<file path="config.mk">
export PLATFORM = sky130hd
export DESIGN_NAME = dom_rand_gen
export DESIGN_NICKNAME = d
export VERILOG_FILES = /design/src/rtl/dom_rand_pkg.sv /design/src/rtl/lfsr32_step32.sv /design/src/rtl/dom_rand_gen.sv
export SDC_FILE = /design/constraint.sdc
export NUM_CORES = 1
export LEC_CHECK = 0
export CORE_MARGIN = 5
export CORE_UTILIZATION = 45
export DETAILED_ROUTE_END_ITERATION = 10
export HOLD_SLACK_MARGIN = 0.02
export PLACE_DENSITY = 0.69
export SYNTH_ARGS = -nofsm -noshare
export SYNTH_HDL_FRONTEND = slang
export SYNTH_SLANG_ARGS = --single-unit
</file>
<file path="constraint.sdc">
create_clock -name ClkxCI -period 4.4 [get_ports ClkxCI]
set_input_delay 0.88 -clock ClkxCI [delete_from_list [all_inputs] [get_ports ClkxCI]]
set_output_delay 0.88 -clock ClkxCI [all_outputs]
set_load 0.03 [all_outputs]
</file>
<file path="src/rtl/dom_rand_pkg.sv">
// Shared constants, state encoding and sizing helpers for the DOM
// fresh-randomness generator.
package dom_rand_pkg;

  // Feedback taps of x^32 + x^22 + x^2 + x + 1 in right-shift Galois form
  localparam logic [31:0] LFSR_POLY = 32'h8020_0003;

  // The all-zero LFSR state is a fixed point, so a zero seed is replaced
  localparam logic [31:0] ZERO_SEED_SUB = 32'h0000_0001;

  typedef enum logic [1:0] {
    IDLE,
    SEED,
    WARM,
    RUN
  } randState_e;

  // Total fresh bits needed per cycle: Z plus B for every multiplier
  function automatic int randBits(input int shares, input int nMult);
    return nMult * (shares * (shares - 1) + 2 * shares);
  endfunction

  // Number of 32-bit lanes needed to cover all fresh bits
  function automatic int laneCount(input int shares, input int nMult);
    return (randBits(shares, nMult) + 31) / 32;
  endfunction

endpackage

</file>
<file path="src/rtl/lfsr32_step32.sv">
// Combinational 32-step advance of one Galois LFSR lane, so every cycle
// yields a completely new 32-bit word with no shifted-over bits.
module lfsr32_step32
  import dom_rand_pkg::*;
(
  input  logic [31:0] i_state,
  output logic [31:0] o_state
);

  logic [31:0] w_acc;

  // Unrolled chain of 32 single Galois right-shift steps
  always_comb begin
    w_acc = i_state;
    for (int k = 0; k < 32; k++) begin
      if (w_acc[0]) begin
        w_acc = (w_acc >> 1) ^ LFSR_POLY;
      end else begin
        w_acc = w_acc >> 1;
      end
    end
  end

  assign o_state = w_acc;

endmodule

</file>
<file path="src/rtl/dom_rand_gen.sv">
// Fresh-randomness source for a DOM masked S-box: drives the remask (Z)
// and blinding (B) inputs of all shared multipliers from LFSR lanes that
// are seeded by handshake and warmed up before randomness is flagged valid.
module dom_rand_gen
  import dom_rand_pkg::*;
#(
  parameter int SHARES = 2,
  parameter int N_MULT = 3,
  parameter int WARMUP = 4
) (
  input  logic                                ClkxCI,
  input  logic                                RstxBI,
  input  logic [31:0]                         SeedxDI,
  input  logic                                SeedValidxSI,
  output logic                                SeedReadyxSO,
  input  logic                                EnxSI,
  output logic                                RandValidxSO,
  output logic [N_MULT*SHARES*(SHARES-1)-1:0] ZxDO,
  output logic [N_MULT*2*SHARES-1:0]          BxDO
);

  localparam int ZW        = N_MULT * SHARES * (SHARES - 1);
  localparam int RAND_BITS = randBits(SHARES, N_MULT);
  localparam int LANES     = laneCount(SHARES, N_MULT);
  localparam int CNT_W     = (LANES > 1) ? $clog2(LANES) : 1;

  randState_e                  r_state;
  randState_e                  w_nextState;
  logic [LANES-1:0][31:0]      r_lanes;
  logic [LANES-1:0][31:0]      w_lanesAdv;
  logic [CNT_W-1:0]            r_seedCnt;
  logic [7:0]                  r_warmCnt;
  logic [31:0]                 w_seedFixed;
  logic [RAND_BITS-1:0]        w_pool;

  logic w_seedReady;
  logic w_randValid;
  logic w_load;
  logic w_step;
  logic w_seedCntClr;
  logic w_seedCntInc;
  logic w_warmLoad;

  // One combinational 32-step advance per lane
  for (genvar g = 0; g < LANES; g++) begin : g_lane
    lfsr32_step32 u_step (
      .i_state (r_lanes[g]),
      .o_state (w_lanesAdv[g])
    );
  end

  assign w_seedFixed = (SeedxDI == 32'h0) ? ZERO_SEED_SUB : SeedxDI;

  // Outputs come straight from lane registers; lanes beyond RAND_BITS are dropped
  assign w_pool = RAND_BITS'(r_lanes);
  assign ZxDO   = w_pool[ZW-1:0];
  assign BxDO   = w_pool[RAND_BITS-1:ZW];

  // Ready is forced low while reset is held so no seed is offered during reset
  assign SeedReadyxSO = w_seedReady & RstxBI;
  assign RandValidxSO = w_randValid;

  // State register
  always_ff @(posedge ClkxCI or negedge RstxBI) begin
    if (!RstxBI) begin
      r_state <= IDLE;
    end else begin
      r_state <= w_nextState;
    end
  end

  // Next-state decode plus the load/step/counter controls for the datapath
  always_comb begin
    w_nextState  = r_state;
    w_seedReady  = 1'b0;
    w_randValid  = 1'b0;
    w_load       = 1'b0;
    w_step       = 1'b0;
    w_seedCntClr = 1'b0;
    w_seedCntInc = 1'b0;
    w_warmLoad   = 1'b0;
    case (r_state)
      IDLE, SEED: begin
        w_seedReady = 1'b1;
        if (SeedValidxSI) begin
          w_load = 1'b1;
          if (r_seedCnt == CNT_W'(LANES - 1)) begin
            w_nextState  = WARM;
            w_warmLoad   = 1'b1;
            w_seedCntClr = 1'b1;
          end else begin
            w_nextState  = SEED;
            w_seedCntInc = 1'b1;
          end
        end
      end
      WARM: begin
        w_step = 1'b1;
        if (r_warmCnt == 8'd0) begin
          w_nextState = RUN;
        end
      end
      RUN: begin
        w_seedReady = 1'b1;
        w_randValid = 1'b1;
        if (SeedValidxSI) begin
          w_load = 1'b1;
          if (LANES == 1) begin
            w_nextState  = WARM;
            w_warmLoad   = 1'b1;
            w_seedCntClr = 1'b1;
          end else begin
            w_nextState  = SEED;
            w_seedCntInc = 1'b1;
          end
        end else if (EnxSI) begin
          w_step = 1'b1;
        end
      end
      default: begin
        w_nextState = IDLE;
      end
    endcase
  end

  // Lane registers: a seed load takes priority over stepping, otherwise hold
  always_ff @(posedge ClkxCI or negedge RstxBI) begin
    if (!RstxBI) begin
      r_lanes <= '0;
    end else if (w_load) begin
      for (int l = 0; l < LANES; l++) begin
        if (r_seedCnt == CNT_W'(l)) begin
          r_lanes[l] <= w_seedFixed;
        end
      end
    end else if (w_step) begin
      r_lanes <= w_lanesAdv;
    end
  end

  // Index of the lane the next seed handshake loads
  always_ff @(posedge ClkxCI or negedge RstxBI) begin
    if (!RstxBI) begin
      r_seedCnt <= '0;
    end else if (w_seedCntClr) begin
      r_seedCnt <= '0;
    end else if (w_seedCntInc) begin
      r_seedCnt <= r_seedCnt + CNT_W'(1);
    end
  end

  // Warm-up countdown; reaching zero in WARM hands over to RUN
  always_ff @(posedge ClkxCI or negedge RstxBI) begin
    if (!RstxBI) begin
      r_warmCnt <= 8'd0;
    end else if (w_warmLoad) begin
      r_warmCnt <= 8'(WARMUP - 1);
    end else if (r_state == WARM && r_warmCnt != 8'd0) begin
      r_warmCnt <= r_warmCnt - 8'd1;
    end
  end

endmodule

</file>
==> reports/results.ini, run 1 <==
[route]
postRouteAntennaNets = 0
via_count = 2772
dr.first_iter.drc_count = 171
wl_um = 9190
drc = 0
wl_per_cell_um = 17.8
viasPerCell = 5.38
dr.pass1.iters = 5

[placement]
gp_congestion = 0.900
dpl_cell_area_sq_mm = 0.00402
port_buffers = 55
hpwl_um = 7060

[synth]
synthCells = 383
synth-xor-area-share_pct = 36.8
synth-edff-count = 0
synthSimpleGateAreaFrac_pct = 12.8
netlist_area_sq_mm = 0.00353
ys_seq_area_share_pct = 30.5
synth_fa_ha_area_share_pct = 0.708
ys.flop_type = dfrtp_1
synthMuxAreaShare_pct = 0
yosys_register_bits = 43
synth_top_family_by_area = XOR/XNOR gates
async_flop_share_pct = 100
synth_compound_gate_area_share_pct = 12.1
syn_nets = 421
avgSynthCellArea_sq_um = 9.22
ys_warn_count = 0
synth_cell_type_count = 38

[clocking]
cts-root-buf = clkbuf_8
hold_buffers = 0
path_clk_slew_ns = 0.08
cts_made_buffers = 5
cts_tree = yes
cts.sinks = 43
clk_path_buf_depth = 2
clock_latency_ns = 0.30
h-tree-depth = 2
post-cts-setup-buffers = 0
cts_resized = 0

[worst_setup_path]
r2r_start = r_lanes[0]
end_kind = flip-flop
cp.arrival_ns = 3.74
crit_required_ns = 4.59
regToRegSetupSlack_ns = 0.85
crit_path_start_kind = flip-flop
reg2reg_to = r_lanes[18]
cp_max_fo = 9
r2r_cells = 8
path_class = flip-flop to flip-flop

[sta]
hold_viol_final = 0
tightest_slew_ns = 0.693
setup_tns_ns = 0
clock.fmax_ghz = 0.282
drv_slew = 0
timing.final.crit_period_ns = 3.55
rsz0062_at_grt = no
period_share_pct = 80.7
skew_ns = 0.00487
setup_viol = 0
max-slew-margin-rel_pct = 53.7

[global_route]
antenna_found_initial = 0
grt_pass1_wl_um = 15000
grt_max_degree = 44
grtUsageTotal_pct = 19.5
grt_pass1_vias = 2853
overflow = 0

[final_layout]
diodes = 0
final_cell_mix = xnor2_1, clkdlybuf4s50_1, nor2_1, dfrtp_1, nand2_1
nets = 450
final_common_cell = xnor2_1
area_growth_pct = 16.0
drive_above_1_share_pct = 5.81
design_area_sq_mm = 0.00410

[floorplanning]
die_w_um = 98.6
die_y_um = 98.6
dieArea_sq_mm = 0.00972
core_area_sq_mm = 0.00769
std_cell_rows = 32
initial_utilization_pct = 45.9
io_pins = 56

[worst_hold_path]
hold-path-cell-count = 1
hp-class = flip-flop to flip-flop
min_from = r_warmCnt[0]
min_to = r_warmCnt[0]

[run]
cap_violations = 0

[status]
status = finished, final reports clean

registers in the layout, summed over array words and instances (netlist names):
| register | cells |
|---|---|
| r_lanes | 32 |
| r_seedCnt | 1 |
| r_warmCnt | 8 |
| r_state | 2 |
metrics by stage:
stage	setup WS, ns	utilization [%]	instances	hold slack [ns]
2_1_floorplan	1.13	-	383	0.468
3_3_place_gp	1.05	52.2	507	0.492
3_5_place_dp	0.874	52.2	507	0.502
4_1_cts	0.863	53.3	515	0.514
5_1_grt	0.677	53.3	515	0.559
6_report	0.851	53.3	515	0.508
area by class of cell:
class                           instances  area [sq um]
Multi-Input combinational cell        295          2200
Sequential cell                        43          1080
Clock buffer                            7          76.3
Tap cell                              102           128
Inverter                                7          26.3
Clock inverter                          1          5.00
Timing Repair Buffer                   60           583
Fill cell                             725          3590
kinds of logic (layout without fill, tap and decap cells):
kind of cell / count (synthesis) / count (layout)
fa+ha+maj: 2 / 2
xor+xnor: 118 / 118
flops: 43 / 43
simple gates: 104 / 104
buf+inv: 45 / 75
compound gates: 71 / 71
cell usage after synthesis, types with 4 or more instances:
| library cell | count | share of area, % |
|---|---|---|
| xnor2_1 | 79 | 20 |
| nor2_1 | 46 | 4.9 |
| dfrtp_1 | 43 | 30 |
| nand2_1 | 32 | 3.4 |
| a21oi_1 | 31 | 4.4 |
| xor2_1 | 19 | 4.7 |
| buf_4 | 18 | 3.8 |
| clkbuf_1 | 14 | 1.5 |
| o21ai_0 | 14 | 2.0 |
| nor4_1 | 9 | 1.6 |
| xnor3_1 | 9 | 5.7 |
| a221oi_1 | 7 | 1.7 |
| inv_1 | 7 | 0.74 |
| o22ai_1 | 6 | 1.1 |
| a31oi_1 | 5 | 0.89 |
| and2_1 | 5 | 0.89 |
| xnor3_2 | 5 | 3.4 |
| nor3_1 | 4 | 0.57 |
| xnor2_2 | 4 | 1.8 |
worst max-delay path: stages (launching register included):
cell,delay (ns)
dfrtp_1,0.51
xnor2_1,0.35
xnor3_2,0.54
xor2_4,0.32
xnor3_2,0.62
xnor2_2,0.33
xnor3_1,0.47
a221oi_2,0.23
nor2_1,0.07
routing by layer:
metal / vias up / GRT usage (%) / routed length, um
met5: - / 0 / 0
met4: 0 / 5.88 / 257
met3: 20 / 4.32 / 661
met2: 107 / 32.2 / 4400
met1: 1317 / 25.5 / 3870
li1: 1328 / - / -
how the worst max path moves through the flow:
| stage | from | end | slack [ns] | cells past startpoint |
|---|---|---|---|---|
| after floorplan | r_lanes[0] | r_lanes[18] | 1.13 | 9 |
| after global placement | r_lanes[0] | r_lanes[18] | 1.05 | 8 |
| after detailed placement | r_lanes[0] | r_lanes[18] | 0.87 | 8 |
| after CTS | r_lanes[0] | r_lanes[18] | 0.86 | 8 |
| after global routing | r_lanes[0] | r_lanes[18] | 0.68 | 8 |
| final | r_lanes[0] | r_lanes[18] | 0.85 | 8 |
Power of run 1 is not shown: default switching activity piles up to over one toggle a cycle in this logic, so the estimate is an artifact.
==> inputs of run 2 (changes only) <==
--- a/config.mk
+++ b/config.mk
@@ -9,7 +9,7 @@
 export CORE_UTILIZATION = 45
 export DETAILED_ROUTE_END_ITERATION = 10
 export HOLD_SLACK_MARGIN = 0.02
-export PLACE_DENSITY = 0.69
+export PLACE_DENSITY = 0.71
 export SYNTH_ARGS = -nofsm -noshare
 export SYNTH_HDL_FRONTEND = slang
 export SYNTH_SLANG_ARGS = --single-unit
==> constraint.sdc (replaced) <==
create_clock -name ClkxCI -period 2.9 [get_ports ClkxCI]
set_input_delay 0.58 -clock ClkxCI [delete_from_list [all_inputs] [get_ports ClkxCI]]
set_output_delay 0.58 -clock ClkxCI [all_outputs]
set_load 0.03 [all_outputs]
==> run 2 against run 1 <==
  * Final cell count grew 7.4%
  * Worst setup slack lost 0.78 ns
  * Die area is the same
  * Non-clock buffer count grew 38
  * Largest cell class unchanged
  * Sequential share of layout area shrank 2.2 points
==> reports/results.ini, run 2 (same netlist as run 1, synthesis figures left out) <==
[status]
status = finished, final reports clean

[worst_setup_path]
crit_required_ns = 3.13
cp.arrival_ns = 3.05
reg2reg_to = r_lanes[1]
cpLargestDelayFamily = XOR/XNOR gates
critPathBufInv = 0
r2r_start = r_lanes[5]
path_class = flip-flop to flip-flop
crit_path_start_kind = flip-flop
regToRegSetupSlack_ns = 0.08
startpoint = r_lanes[5]
cpMaxStageDelayCell = xnor3_2
crit_top_cell = xnor3_2
cpPeakStageDelay_ns = 0.59
crit_chain = xor2_2 -> xnor2_4 -> xor2_1 -> xnor3_2 -> xnor3_2 -> xnor2_2 -> a21oi_1 -> a2bb2oi_1
r2r_cells = 8
end_kind = flip-flop
cp_max_fo = 6

[final_layout]
top_regs = r_lanes (32), r_warmCnt (8), r_state (2)
final_common_cell = xnor2_1
drive_above_1_share_pct = 16.9
final_cell_mix = xnor2_1, clkdlybuf4s50_1, nor2_1, buf_4, dfrtp_1
fillers = 715
multi_input_area_sq_mm = 0.00229
diodes = 0
area_growth_pct = 27.1
regMostFlops = r_lanes
nets = 488
regArea_sq_mm = 0.00108
largest_reg_flops = 32

[placement]
hpwl_um = 7500
gp_congestion = 0.942
port_buffers = 55

[sta]
timing.final.crit_period_ns = 2.82
clock.fmax_ghz = 0.354
skew_ns = 0.00828
setup_viol = 0
drv_slew = 0
hold_viol_final = 0
tightest_slew_ns = 0.639
period_share_pct = 97.4
max-slew-margin-rel_pct = 57.4
hold_slack_ns = 0.445

[worst_hold_path]
hp-class = input pin to asynchronous set/reset pin

[floorplanning]
initial_utilization_pct = 45.9
die_y_um = 98.6
core_area_sq_mm = 0.00769
std_cell_rows = 32
dieArea_sq_mm = 0.00972
io_pins = 56
die_w_um = 98.6

[global_route]
grtUsageTotal_pct = 20.1
grt_pass1_wl_um = 15600
grt_max_degree = 44
grt_pass1_vias = 3102
antenna_found_initial = 0
overflow = 0

[route]
drc = 0
postRouteAntennaNets = 0
via_count = 2955
dr.pass1.iters = 4
wl_per_cell_um = 17.3
dr.first_iter.drc_count = 171
wl_um = 9580
viasPerCell = 5.34

[clocking]
cts-root-buf = clkbuf_8
clk_path_buf_depth = 2
h-tree-depth = 2
cts_tree = yes
hold_buffers = 0
cts.sinks = 43
path_clk_slew_ns = 0.10
cts_made_buffers = 5
clock_latency_ns = 0.31

[run]
cap_violations = 0

-- run 2: cell count changes in the layout (fill, tap and decap cells not counted), sizes merged --
cell and change:
buf +38, clkbuf -2, inv +2
-- run 2: through the flow --
step           worst slack [ns]  util (%)  setup TNS, ns  std cells  instance area, sq um
2_1_floorplan            -0.139         -         -0.212        383                  3550
4_1_cts                 0.00151      57.3              0        548                  4400
3_5_place_dp             0.0267      55.7              0        540                  4280
3_3_place_gp             0.0965      55.7              0        540                  4280
6_report                 0.0755      58.4              0        553                  4490
5_1_grt                 -0.0154      58.4        -0.0154        553                  4490
-- run 2: layout make-up --
class | count | share of cell area (%)
Multi-Input combinational cell | 295 | 51.1
Sequential cell | 43 | 24.1
Timing Repair Buffer | 98 | 19.3
Tap cell | 102 | 2.84
Clock buffer | 5 | 1.53
Clock inverter | 3 | 0.585
Inverter | 7 | 0.585
-- run 2: worst max path at each step --
stage	to	slack [ns]	cells after the start
3_3_place_gp	r_lanes[20]	0.1	9
3_5_place_dp	r_lanes[20]	0.03	9
4_1_cts	r_lanes[18]	0.002	9
2_1_floorplan	r_lanes[18]	-0.14	8
5_1_grt	r_lanes[20]	-0.02	9
6_report	r_lanes[1]	0.08	8
-- run 2: worst register-to-register path, delay by kind of cell, from the launching register on --
kind            cells  cell delay (ns)
compound gates      2             0.33
xor+xnor            6             2.00
flops               1             0.42
-- run 2: layer usage --
| metal | global-route usage (%) | share of wire (%) | vias up |
|---|---|---|---|
| li1 | - | - | 1401 |
| met1 | 25.2 | 43 | 1453 |
| met2 | 35.6 | 50 | 90 |
| met3 | 3.47 | 5.1 | 11 |
| met4 | 5.57 | 1.3 | 0 |
| met5 | 0 | 0 | - |
-- run 2: repair_timing --
item / 4_1_cts / 5_1_grt
gates resized for setup: 3 / 10
endpoints found under the setup margin: 1 / 10
pin swaps: 0 / 8
setup buffers: 0 / 5
gates cloned: 0 / 0
Power of run 2 is left out for the same reason.
==> inputs of run 3 (changes only) <==
--- a/config.mk
+++ b/config.mk
@@ -6,10 +6,10 @@
 export NUM_CORES = 1
 export LEC_CHECK = 0
 export CORE_MARGIN = 5
-export CORE_UTILIZATION = 45
+export CORE_UTILIZATION = 49
 export DETAILED_ROUTE_END_ITERATION = 10
 export HOLD_SLACK_MARGIN = 0.02
-export PLACE_DENSITY = 0.71
+export PLACE_DENSITY = 0.77
 export SYNTH_ARGS = -nofsm -noshare
 export SYNTH_HDL_FRONTEND = slang
 export SYNTH_SLANG_ARGS = --single-unit
==> run 3 against run 2 <==
  * Hold slack worse by 0.029 ns
  * Register-to-register slack better by 0.02 ns
  * Non-clock buffer count grew 5
  * Worst setup slack improved by 0.018 ns
  * Via count up 1.8%
  * Flip-flop and latch count unchanged
  * Final cell count is 0.36% higher
  * Maximum frequency up 0.65%
  * Global-route usage grew 2.1 points
  * Critical path depth is 1 higher
==> reports/results.ini, run 3 (same netlist as run 1, synthesis figures left out) <==
[final_layout]
largest_reg_flops = 32
fillers = 593
drive_above_1_share_pct = 18.2
multi_input_area_sq_mm = 0.00231
regArea_sq_mm = 0.00108
top_regs = r_lanes (32), r_warmCnt (8), r_state (2)
final_common_cell = xnor2_1
diodes = 0
final_cell_mix = xnor2_1, clkdlybuf4s50_1, buf_4, nor2_1, dfrtp_1
nets = 493
regMostFlops = r_lanes
area_growth_pct = 28.8

[sta]
period_share_pct = 96.8
skew_ns = 0.0102
max-slew-margin-rel_pct = 58.5
drv_slew = 0
setup_viol = 0
clock.fmax_ghz = 0.356
tightest_slew_ns = 0.623
timing.final.crit_period_ns = 2.81
setup_tns_ns = 0
hold_slack_ns = 0.416
rsz0062_at_grt = yes
hold_viol_final = 0

[worst_setup_path]
cp.arrival_ns = 3.04
critPathBufInv = 1
end_kind = flip-flop
cp_max_fo = 4
cpLargestDelayFamily = XOR/XNOR gates
crit_path_start_kind = flip-flop
cpMaxStageDelayCell = xnor3_2
cpPeakStageDelay_ns = 0.45
regToRegSetupSlack_ns = 0.09
crit_required_ns = 3.13
path_class = flip-flop to flip-flop
crit_chain = xnor2_2 -> xnor2_2 -> xnor3_2 -> buf_4 -> xnor3_2 -> xnor3_2 -> xnor2_2 -> a21oi_1 -> a2bb2oi_1

[clocking]
hold_buffers = 0
path_clk_slew_ns = 0.08
clk_path_buf_depth = 2
cts-root-buf = clkbuf_8
cts_made_buffers = 5
h-tree-depth = 2
clock_latency_ns = 0.30
cts_tree = yes
cts.sinks = 43

[worst_hold_path]
hp-class = input pin to asynchronous set/reset pin

[route]
viasPerCell = 5.42
dr.first_iter.drc_count = 185
postRouteAntennaNets = 0
wl_per_cell_um = 17.0
via_count = 3008
wl_um = 9460
drc = 0
dr.pass1.iters = 4

[floorplanning]
core_area_sq_mm = 0.00714
io_pins = 56
initial_utilization_pct = 49.5
die_y_um = 94.9
dieArea_sq_mm = 0.00901
die_w_um = 94.9
std_cell_rows = 31

[global_route]
grtUsageTotal_pct = 22.2
overflow = 0
grt_pass1_wl_um = 15200
grt_pass1_vias = 2998
grt_max_degree = 44
antenna_found_initial = 0

[placement]
gp_congestion = 0.940
hpwl_um = 7220
port_buffers = 55

[run]
cap_violations = 0

[status]
status = finished, final reports clean

## run 3: cell types whose count changed in the layout (fill, tap and decap cells not counted), sizes merged
cell | before | now
buf | 44 | 49
clkbuf | 5 | 8
inv | 9 | 7
clkinv | 1 | 0
## run 3: area by class of cell
cell class / count / area share, %
multi-input cells: 295 / 50.9
flip-flops and latches: 43 / 23.7
repair buffers: 103 / 19.9
well taps: 99 / 2.72
clock buffers: 8 / 2.20
inverters: 7 / 0.577
## run 3: path summary, 6_finish.rpt
kind / endpoint / cells after the start / start
worst min register to register: r_warmCnt[0] / 1 / r_warmCnt[0]
max in group asynchronous: r_lanes[9] / 2 / RstxBI
worst max-delay path: r_lanes[1] / 9 / r_lanes[7]
min in group ClkxCI: r_warmCnt[0] / 1 / r_warmCnt[0]
worst min-delay path: r_lanes[1] / 2 / RstxBI
worst max register to register: r_lanes[1] / 9 / r_lanes[7]
## run 3: metal layers
metal  wire length (um)  vias to the layer above  GRT usage (%)
met2               4910                      105           38.8
met4                261                        0           8.77
met3                481                       21           3.19
met1               3810                     1475           27.5
met5                  0                        -              0
li1                   -                     1407              -
## run 3: what timing repair did
| item | in CTS | in global routing |
|---|---|---|
| setup buffers | 1 | 12 |
| pin swaps | 1 | 14 |
| gates cloned | 0 | 0 |
| resized for setup | 2 | 14 |
| endpoints found under the setup margin | 3 | 10 |
## run 3: per-stage QoR
stage	worst slack (ns)	area, sq um	utilization, %	cells
3_3_place_gp	0.0911	4260	59.6	534
2_1_floorplan	-0.139	3550	-	383
6_report	0.0938	4550	63.8	555
3_5_place_dp	0.00661	4260	59.6	534
5_1_grt	-0.0336	4550	63.8	555
4_1_cts	0.00335	4370	61.3	543
## run 3: worst reg2reg max path, delay by kind of cell, from the launching register on
kind,cells,cell delay (ns)
AO/OA/AOI/OAI,2,0.31
XOR/XNOR,6,1.83
flip-flops,1,0.44
buffers and inverters,1,0.15
Power of run 3 is left out for the same reason.
